### src/rtl/ram_port_ctrl_if.sv
// ============================================================================
// ram_port_ctrl_if : request, response and RAM-port signal bundle for ram_port_ctrl.
// Rev 1.0
// ============================================================================
`default_nettype none

interface ram_port_ctrl_if #(
  parameter int W_DATA = 8,
  parameter int W_ADDR = 8
);
  logic              req_valid;
  logic              req_ready;
  logic              req_we;
  logic [W_ADDR-1:0] req_addr;
  logic [W_DATA-1:0] req_wdata;

  logic              rsp_valid;
  logic              rsp_ready;
  logic [W_DATA-1:0] rsp_rdata;

  logic              ram_we;
  logic [W_ADDR-1:0] ram_addr;
  logic [W_DATA-1:0] ram_din;
  logic [W_DATA-1:0] ram_dout;

  modport master (
    output req_valid, req_we, req_addr, req_wdata, rsp_ready,
    input  req_ready, rsp_valid, rsp_rdata
  );

  modport slave (
    input  req_valid, req_we, req_addr, req_wdata, rsp_ready, ram_dout,
    output req_ready, rsp_valid, rsp_rdata, ram_we, ram_addr, ram_din
  );

  modport ram (
    input  ram_we, ram_addr, ram_din,
    output ram_dout
  );
endinterface

`default_nettype wire

### src/rtl/ram_port_ctrl.sv
// ============================================================================
// ram_port_ctrl : credit-based request/response front-end for a fixed-latency
//                 single-port RAM. Optional RAM_PORT_CTRL_STATS_EN adds counters.
// Rev 1.0
// ============================================================================
`default_nettype none

module ram_port_ctrl #(
  parameter int W_DATA    = 8,
  parameter int DEPTH     = 256,
  parameter int LATENCY   = 1,
  parameter int RSP_DEPTH = LATENCY + 1
) (
  input  logic           clk,
  input  logic           rstn,
  ram_port_ctrl_if.slave bus
`ifdef RAM_PORT_CTRL_STATS_EN
  ,
  output logic [31:0]    stat_reads,
  output logic [31:0]    stat_writes,
  output logic [31:0]    stat_stall_cycles
`endif
);

  localparam int W_ADDR = $clog2(DEPTH);
  localparam int PTR_W  = (RSP_DEPTH > 1) ? $clog2(RSP_DEPTH) : 1;
  localparam int CNT_W  = $clog2(RSP_DEPTH + 1);

  localparam logic [CNT_W-1:0] C_RSP_DEPTH = CNT_W'(RSP_DEPTH);
  localparam logic [CNT_W-1:0] C_CNT_ONE   = CNT_W'(1);
  localparam logic [PTR_W-1:0] C_PTR_LAST  = PTR_W'(RSP_DEPTH - 1);
  localparam logic [PTR_W-1:0] C_PTR_ONE   = PTR_W'(1);

  logic              rd_acc;
  logic              wr_acc;
  logic              push;
  logic              pop;
  logic              rsp_valid_w;

  logic [CNT_W-1:0]  credits_q, credits_d;
  logic [CNT_W-1:0]  count_q,   count_d;
  logic [PTR_W-1:0]  wr_ptr_q,  wr_ptr_d;
  logic [PTR_W-1:0]  rd_ptr_q,  rd_ptr_d;
  logic [W_DATA-1:0] fifo_q [2**PTR_W];

  function automatic logic [PTR_W-1:0] ptr_inc(input logic [PTR_W-1:0] p);
    return (p == C_PTR_LAST) ? '0 : p + C_PTR_ONE;
  endfunction

  assign rsp_valid_w = (count_q != '0);
  assign pop         = rsp_valid_w & bus.rsp_ready;

  // A pop in this cycle frees a slot, so a read may use it immediately; this
  // is what sustains one read per cycle when RSP_DEPTH == LATENCY+1.
  assign bus.req_ready = rstn & (bus.req_we | (credits_q != '0) | pop);

  assign rd_acc = bus.req_valid & bus.req_ready & ~bus.req_we;
  assign wr_acc = bus.req_valid & bus.req_ready &  bus.req_we;

  assign bus.ram_we   = wr_acc;
  assign bus.ram_addr = W_ADDR'(bus.req_addr);
  assign bus.ram_din  = bus.req_wdata;

  assign bus.rsp_valid = rsp_valid_w;
  assign bus.rsp_rdata = rsp_valid_w ? fifo_q[rd_ptr_q] : '0;

  generate
    if (LATENCY == 0) begin : g_lat0
      assign push = rd_acc;
    end else begin : g_vpipe
      logic [LATENCY-1:0] vpipe_q;

      always_ff @(posedge clk or negedge rstn) begin
        if (!rstn) begin
          vpipe_q <= '0;
        end else begin
          vpipe_q[0] <= rd_acc;
          for (int i = 1; i < LATENCY; i++) begin
            vpipe_q[i] <= vpipe_q[i-1];
          end
        end
      end

      assign push = vpipe_q[LATENCY-1];
    end
  endgenerate

  always_comb begin
    credits_d = credits_q;
    if (rd_acc && !pop) begin
      credits_d = credits_q - C_CNT_ONE;
    end else if (pop && !rd_acc) begin
      credits_d = credits_q + C_CNT_ONE;
    end

    count_d = count_q;
    if (push && !pop) begin
      count_d = count_q + C_CNT_ONE;
    end else if (pop && !push) begin
      count_d = count_q - C_CNT_ONE;
    end

    wr_ptr_d = push ? ptr_inc(wr_ptr_q) : wr_ptr_q;
    rd_ptr_d = pop  ? ptr_inc(rd_ptr_q) : rd_ptr_q;
  end

  always_ff @(posedge clk or negedge rstn) begin
    if (!rstn) begin
      credits_q <= C_RSP_DEPTH;
      count_q   <= '0;
      wr_ptr_q  <= '0;
      rd_ptr_q  <= '0;
    end else begin
      credits_q <= credits_d;
      count_q   <= count_d;
      wr_ptr_q  <= wr_ptr_d;
      rd_ptr_q  <= rd_ptr_d;
    end
  end

  always_ff @(posedge clk or negedge rstn) begin
    if (!rstn) begin
      for (int i = 0; i < 2**PTR_W; i++) begin
        fifo_q[i] <= '0;
      end
    end else if (push) begin
      fifo_q[wr_ptr_q] <= bus.ram_dout;
    end
  end

  a_no_overflow: assert property (@(posedge clk) disable iff (!rstn)
    push |-> ((count_q != C_RSP_DEPTH) || pop));

  a_no_credit_underflow: assert property (@(posedge clk) disable iff (!rstn)
    rd_acc |-> ((credits_q != '0) || pop));

`ifdef RAM_PORT_CTRL_STATS_EN
  logic [31:0] stat_reads_q;
  logic [31:0] stat_writes_q;
  logic [31:0] stat_stall_q;

  // All three counters saturate rather than wrap.
  always_ff @(posedge clk or negedge rstn) begin
    if (!rstn) begin
      stat_reads_q  <= '0;
      stat_writes_q <= '0;
      stat_stall_q  <= '0;
    end else begin
      if (rd_acc && (stat_reads_q != '1)) begin
        stat_reads_q <= stat_reads_q + 32'd1;
      end
      if (wr_acc && (stat_writes_q != '1)) begin
        stat_writes_q <= stat_writes_q + 32'd1;
      end
      if (bus.req_valid && !bus.req_ready && (stat_stall_q != '1)) begin
        stat_stall_q <= stat_stall_q + 32'd1;
      end
    end
  end

  assign stat_reads        = stat_reads_q;
  assign stat_writes       = stat_writes_q;
  assign stat_stall_cycles = stat_stall_q;
`endif

endmodule

`default_nettype wire

### src/flat_wrapper.sv
// flat-port wrapper written by rule: the top's interface ports become plain ports
module ram_port_ctrl_flat 
#(
  parameter int W_DATA    = 8,
  parameter int DEPTH     = 256,
  parameter int LATENCY   = 1,
  parameter int RSP_DEPTH = LATENCY + 1
)
  (clk, rstn, bus_req_valid, bus_req_we, bus_req_addr, bus_req_wdata, bus_rsp_ready, bus_ram_dout, bus_req_ready, bus_rsp_valid, bus_rsp_rdata, bus_ram_we, bus_ram_addr, bus_ram_din);
  ram_port_ctrl_if #(.W_DATA(W_DATA), .W_ADDR(8)) bus_i ();
  input  logic clk;
  input  logic rstn;
  input wire logic [$bits(bus_i.req_valid)-1:0] bus_req_valid;
  input wire logic [$bits(bus_i.req_we)-1:0] bus_req_we;
  input wire logic [$bits(bus_i.req_addr)-1:0] bus_req_addr;
  input wire logic [$bits(bus_i.req_wdata)-1:0] bus_req_wdata;
  input wire logic [$bits(bus_i.rsp_ready)-1:0] bus_rsp_ready;
  input wire logic [$bits(bus_i.ram_dout)-1:0] bus_ram_dout;
  output wire logic [$bits(bus_i.req_ready)-1:0] bus_req_ready;
  output wire logic [$bits(bus_i.rsp_valid)-1:0] bus_rsp_valid;
  output wire logic [$bits(bus_i.rsp_rdata)-1:0] bus_rsp_rdata;
  output wire logic [$bits(bus_i.ram_we)-1:0] bus_ram_we;
  output wire logic [$bits(bus_i.ram_addr)-1:0] bus_ram_addr;
  output wire logic [$bits(bus_i.ram_din)-1:0] bus_ram_din;
  assign bus_i.req_valid = bus_req_valid;
  assign bus_i.req_we = bus_req_we;
  assign bus_i.req_addr = bus_req_addr;
  assign bus_i.req_wdata = bus_req_wdata;
  assign bus_i.rsp_ready = bus_rsp_ready;
  assign bus_i.ram_dout = bus_ram_dout;
  assign bus_req_ready = bus_i.req_ready;
  assign bus_rsp_valid = bus_i.rsp_valid;
  assign bus_rsp_rdata = bus_i.rsp_rdata;
  assign bus_ram_we = bus_i.ram_we;
  assign bus_ram_addr = bus_i.ram_addr;
  assign bus_ram_din = bus_i.ram_din;
  ram_port_ctrl #(.W_DATA(W_DATA), .DEPTH(DEPTH), .LATENCY(LATENCY), .RSP_DEPTH(RSP_DEPTH)) u_core (.clk(clk), .rstn(rstn), .bus(bus_i));
endmodule
### config.mk
export PLATFORM = sky130hd
export DESIGN_NAME = ram_port_ctrl_flat
export DESIGN_NICKNAME = d
export VERILOG_FILES = /design/src/rtl/ram_port_ctrl_if.sv /design/src/rtl/ram_port_ctrl.sv /design/src/flat_wrapper.sv
export SDC_FILE = /design/constraint.sdc
export NUM_CORES = 1
export LEC_CHECK = 0
export CORE_MARGIN = 1
export CORE_UTILIZATION = 40
export CTS_CLUSTER_DIAMETER = 120
export DETAILED_ROUTE_END_ITERATION = 12
export HOLD_SLACK_MARGIN = 0.02
export PLACE_DENSITY = 0.85
export SYNTH_ARGS = -nofsm -noshare
export SYNTH_HDL_FRONTEND = slang
export SYNTH_SLANG_ARGS = --single-unit
### constraint.sdc
create_clock -name clk -period 1.65 [get_ports clk]
set_input_delay 0.4125 -clock clk [delete_from_list [all_inputs] [get_ports clk]]
set_output_delay 0.4125 -clock clk [all_outputs]
set_load 0.02 [all_outputs]
# ---- Word-level counts from Yosys, hierarchy flattened
# Index checks and enable logic that the tools add are counted.
# Widths: inputs -> output; s select.
dict set report totals {
  ff_bits 23
  output_inout_bits 27
  elab_cells 51
}
dict set report op_classes {
  n_addsub 6
  magnitude_cmp 3
  muxes 13
  bitwise_logic 10
  reduce_logical 12
}
# op count
set op_table {}
lappend op_table {{$mux 8} 5}
lappend op_table {{$bwmux 16} 1}
lappend op_table {{$demux 8 s1} 1}
lappend op_table {{$mux 2} 4}
lappend op_table {{$reduce_bool 2->1} 4}
lappend op_table {{$and 1x1->1} 5}
lappend op_table {{$logic_and 1x1->1} 5}
lappend op_table {{$add 2x1->2 const B} 2}
lappend op_table {{$ge 2x2->1 const B} 2}
lappend op_table {{$not 1->2} 2}
lappend op_table {{$sub 2x1->2 const B} 2}
lappend op_table {{$logic_not 1->1} 3}
lappend op_table {{$add 1x1->1 const B} 2}
lappend op_table {{$lt 2x1->1 const B} 1}
lappend op_table {{$mux 1} 2}
lappend op_table {{$or 1x1->1} 2}
lappend op_table {{$not 1->1} 1}

# ---- Longest topological paths before layout
dict set report depth {
  word_depth 10
  mapped_depth 7
}

# ---- Worst setup path after synthesis
# Ideal clock, no wire load.
dict set report synth_path {
  kind {reg2reg}
  startpoint {reg u_core.count_q[0]}
  endpoint {reg u_core.credits_q[1]}
  t_arrival_ps 1380
  t_required_ps 1575
  slack_ps 195
  stages_incl_launch_ff 7
  n_path_buf 0
  cell_sequence {dfrtp_1 > o21a_1 > nor3_1 > nor3_1 > ha_1 > nor2_1 > xor2_1}
}
dict set report synth_between {
  elab_chain_cells 9
  word_cells_on_any_way 12
  cone_classes {mux: 1; bitwise: 5; reduce/logical: 6}
}
# item line_no
set synth_rtl {}
lappend synth_rtl {{start, declared} ram_port_ctrl.sv:41} ;# logic [CNT_W-1:0] count_q, count_d;
lappend synth_rtl {{start signal, assigned} ram_port_ctrl.sv:115} ;# count_q <= count_d;
lappend synth_rtl {{$reduce_bool 2->1 (*)} ram_port_ctrl.sv:50} ;# assign rsp_valid_w = (count_q != '0);
lappend synth_rtl {{$and 1x1->1 (*)} ram_port_ctrl.sv:51} ;# assign pop = rsp_valid_w & bus.rsp_ready;
lappend synth_rtl {{$or 1x1->1 (*)} ram_port_ctrl.sv:55} ;# assign bus.req_ready = rstn & (bus.req_we | (credits_q != '0) | pop);
lappend synth_rtl {{$and 1x1->1 (*)} ram_port_ctrl.sv:55}
lappend synth_rtl {{$and 1x1->1 (*) (2 in a row)} ram_port_ctrl.sv:57} ;# assign rd_acc = bus.req_valid & bus.req_ready & ~bus.req_we;
lappend synth_rtl {{via u_core.rd_acc} ram_port_ctrl.sv:34} ;# logic rd_acc;
lappend synth_rtl {{$logic_not 1->1} ram_port_ctrl.sv:92} ;# end else if (pop && !rd_acc) begin
lappend synth_rtl {{$logic_and 1x1->1} ram_port_ctrl.sv:92}
lappend synth_rtl {{$reduce_bool 2->1 (no source line)} n/a}
lappend synth_rtl {{end signal, assigned} ram_port_ctrl.sv:114} ;# credits_q <= credits_d;
lappend synth_rtl {{end, declared} ram_port_ctrl.sv:40} ;# logic [CNT_W-1:0] credits_q, credits_d;
# The timed path passes the listed nets; every way through them passes the cells marked *.
# A chain may end at the register's enable or synchronous reset.

# ---- Worst setup path in the final report
dict set report layout_path {
  startpoint {reg u_core.count_q[1]}
  endpoint {out bus_req_ready}
}
dict set report layout_between {
  elab_chain_cells 4
}
# item line_no
set layout_rtl {}
lappend layout_rtl {{$reduce_bool 2->1} ram_port_ctrl.sv:50}
lappend layout_rtl {{$and 1x1->1} ram_port_ctrl.sv:51}
lappend layout_rtl {{$or 1x1->1} ram_port_ctrl.sv:55}
lappend layout_rtl {{$and 1x1->1} ram_port_ctrl.sv:55}
lappend layout_rtl {{end, declared} flat_wrapper.sv:19} ;# output wire logic [$bits(bus_i.req_ready)-1:0] bus_req_ready;
# No other way between the ends.

==> impl_metrics.csv <==
group,metric,value,unit
run_status,status,"complete, but fails checks",
run_status,violations,"DRC, setup timing",
timing,timing.final.ws_setup,-0.152,ns
die,num_rows,19,
timing,clock_skew,0.00586,ns
power,power_frac_comb,7.4,%
worst_setup_path,cp-start-kind,"register",
finish,drive_above_1_share,60.5,%
finish,areaGrowthSynthToFinish,41.1,%
placement,placed_cells,144,
placement,hpwlAfterDp,1680,um
clock_tree,cts-root-buf,"clkbuf_4",
clock_tree,cts_max_path_buffers,2,
finish,antenna_cells,0,
die,ios,56,
power,p_sw_share,22.6,%
synth,synthSimpleGateAreaFrac,6.55,%
grt,grt_max_degree,14,
die,die_h,56.9,um
finish,final_common_cell,"dfrtp_1",
worst_setup_path,arrival,1.39,ns
route,finalWirelength,2460,um
timing,fmax,0.555,GHz
timing,timing.slew.headroom,84.5,%
power,p_leak,0.753,nW
clock_tree,cts.clk_slew.worst_paths,0.13,ns
die,dieArea,3230,um^2
synth,synth_compound_area_share,1.56,%
power,power_frac_seq,64.0,%
worst_setup_path,critPathKind,"register to primary output",
route,drc_errors,10,
timing,min_period_over_period,109,%
finish,postLayoutCoreUtil,60.5,%
hold_path,min_path_type,"input pin to asynchronous set/reset pin",
timing,tns,-0.832,ns
power,p_sw,0.206,mW
power,vdd_ir_drop_max,0.308,mV
synth,synth_area,1200,um^2
synth,syn_nets,127,
die,die_w,56.9,um
timing,finalHoldViolCount,0,
synth,syn-mean-instance-area,12.5,um^2
finish,fillers,232,
power,p_int,0.704,mW
route,routedWlPerCell,15.8,um
finish,fin_cells,155,
synth,ys_types,21,
timing,slew_violations,0,
grt,antenna_found_initial,0,
placement,io_buffers,23,
die,fp.coreArea,2810,um^2
timing,worst_pin_slew,0.231,ns
grt,grt_pass1_wl,3880,um
flow_run,max-cap-violations,0,
grt,track_usage,15.9,%
synth,synth_top_family_by_area,"multiplexers",
clock_tree,cts_buffers,3,
synth,muxShareOfSynthArea,24.1,%
worst_setup_path,end_kind,"primary output",
route,vias_per_cell,4.99,
route,drt_iter0_markers,22,
clock_tree,cts_tree,"built",
finish,multi_input_area,636,um^2
clock_tree,cts_max_level,1,
clock_tree,clock_latency,0.31,ns
route,via_count,773,
finish,layout_common_cells,"dfrtp_1 (22), buf_6 (14), buf_4 (13)",
placement,gp_congestion,0.692,
route,firstDrtPassIters,8,
power,totalPowerFinal,0.910,mW
route,final_antenna_net_count,0,
synth,ys_warn_count,0,
placement,place_ws,-0.574,ns
timing,timing.final.crit_period,1.80,ns
power,power_density,536,nW/um^2
die,start_util,42.9,%
timing,finalSetupViolCount,10,
finish,seqCellArea,577,um^2
grt,grt_pass1_vias,821,
synth,syn_inst,96,
worst_setup_path,path_max_fanout,2,
worst_setup_path,required,1.24,ns
power,power_frac_clock,28.6,%
finish,fin_nets,156,
grt,grt_overflow,0,
clock_tree,cts_sinks,23,
timing,rsz0062_at_grt,"true",
synth,ys_seq_elements,23,
synth,synth_xor_area_share,5.82,%
synth,synth_fa_ha_area_share,2.08,%
synth,synth_seq_area_share,47.9,%
## power by group through the flow
stage	Combinational [mW]	Clock, mW	Sequential, mW
finish	0.0673	0.260	0.583
global route	0.0726	0.292	0.584
CTS	0.0664	0.267	0.579
detailed placement	0.0691	0	0.590
global placement	0.0656	0	0.588
floorplan	0.0719	0	0.588
## layout make-up
cell class	instances	share of cell area, %
Inverter	2	0.442
Multi-Input combinational cell	53	37.4
Sequential cell	23	34.0
Clock buffer	3	1.33
Timing Repair Buffer	42	24.2
Tap cell	31	2.28
Clock inverter	1	0.295
## through the flow
step                instance area, um^2  hold slack, ns
floorplan                          1200           0.117
global placement                   1430           0.486
detailed placement                 1430           0.491
CTS                                1460           0.221
global route                       1700           0.234
finish                             1700           0.213
## per-layer routing
metal	share of wire [%]	track usage [%]
met1	38	20.4
met3	7.1	2.76
met4	1.3	6.97
met2	54	26.4
met5	0	0
## critical path, stage by stage (launching register included)
cell and delay [ns]:
dfrtp_1 0.41, o21a_1 0.20, o41a_1 0.33, buf_6 0.14
## logic make-up (layout without fill, tap and decap cells)
logic type / after synthesis / after routing
AO/OA/AOI/OAI: 2 / 2
XOR/XNOR: 8 / 8
adder cells (fa/ha/maj): 2 / 2
buffers and inverters: 20 / 48
flip-flops: 23 / 23
multiplexers: 24 / 24
AND/OR/NAND/NOR: 17 / 17
## final timing paths
kind	start	endpoint	slack (ns)	cells past startpoint
min in group clk	u_core.g_vpipe.vpipe_q$_DFF_PN0_	u_core.wr_ptr_q$_DFFE_PN0P_	0.54	1
worst min-delay path	rstn	u_core.fifo_q[12]$_DFFE_PN0P_	0.21	2
max in group asynchronous	rstn	u_core.credits_q[1]$_DFFE_PN1P_	1.22	2
worst min register to register	u_core.g_vpipe.vpipe_q$_DFF_PN0_	u_core.wr_ptr_q$_DFFE_PN0P_	0.54	1
worst max-delay path	u_core.count_q[1]$_DFFE_PN0P_	bus_req_ready	-0.15	3
worst max register to register	u_core.credits_q[1]$_DFFE_PN1P_	u_core.credits_q[1]$_DFFE_PN1P_	0.06	6
## timing repair
action                                  in CTS  in global routing
hold endpoints to repair                     0                  0
hold buffers                                 0                  0
gates resized for setup                     54                 55
endpoints found under the setup margin      13                 11
buffers inserted                             6                  2
pin swaps                                    5                  8
## Yosys cell counts
library cell | count | area, um^2
inv_1 | 2 | 7.51
mux2_4 | 8 | 120
mux2i_1 | 8 | 80.1
ha_1 | 2 | 25.0
nor2_2 | 1 | 6.26
dfstp_2 | 1 | 26.3
buf_4 | 16 | 120
nor3_1 | 2 | 10.0
nor2_1 | 10 | 37.5
nand2_2 | 1 | 6.26
nor2b_2 | 1 | 8.76
and3_1 | 1 | 6.26
dfrtp_1 | 22 | 551
nand2_1 | 1 | 3.75
xor2_1 | 4 | 35.0
xnor2_1 | 4 | 35.0
buf_2 | 1 | 5.00
o41a_1 | 1 | 11.3
buf_6 | 1 | 11.3
o21a_1 | 1 | 7.51
mux2_2 | 8 | 90.1
## flip-flops by register name (all words and copies together), names as in the netlist
name                    flops
u_core.fifo_q              16
u_core.count_q              2
u_core.credits_q            2
u_core.g_vpipe.vpipe_q      1
u_core.rd_ptr_q             1
u_core.wr_ptr_q             1
Power figures use the tool's default switching activity.
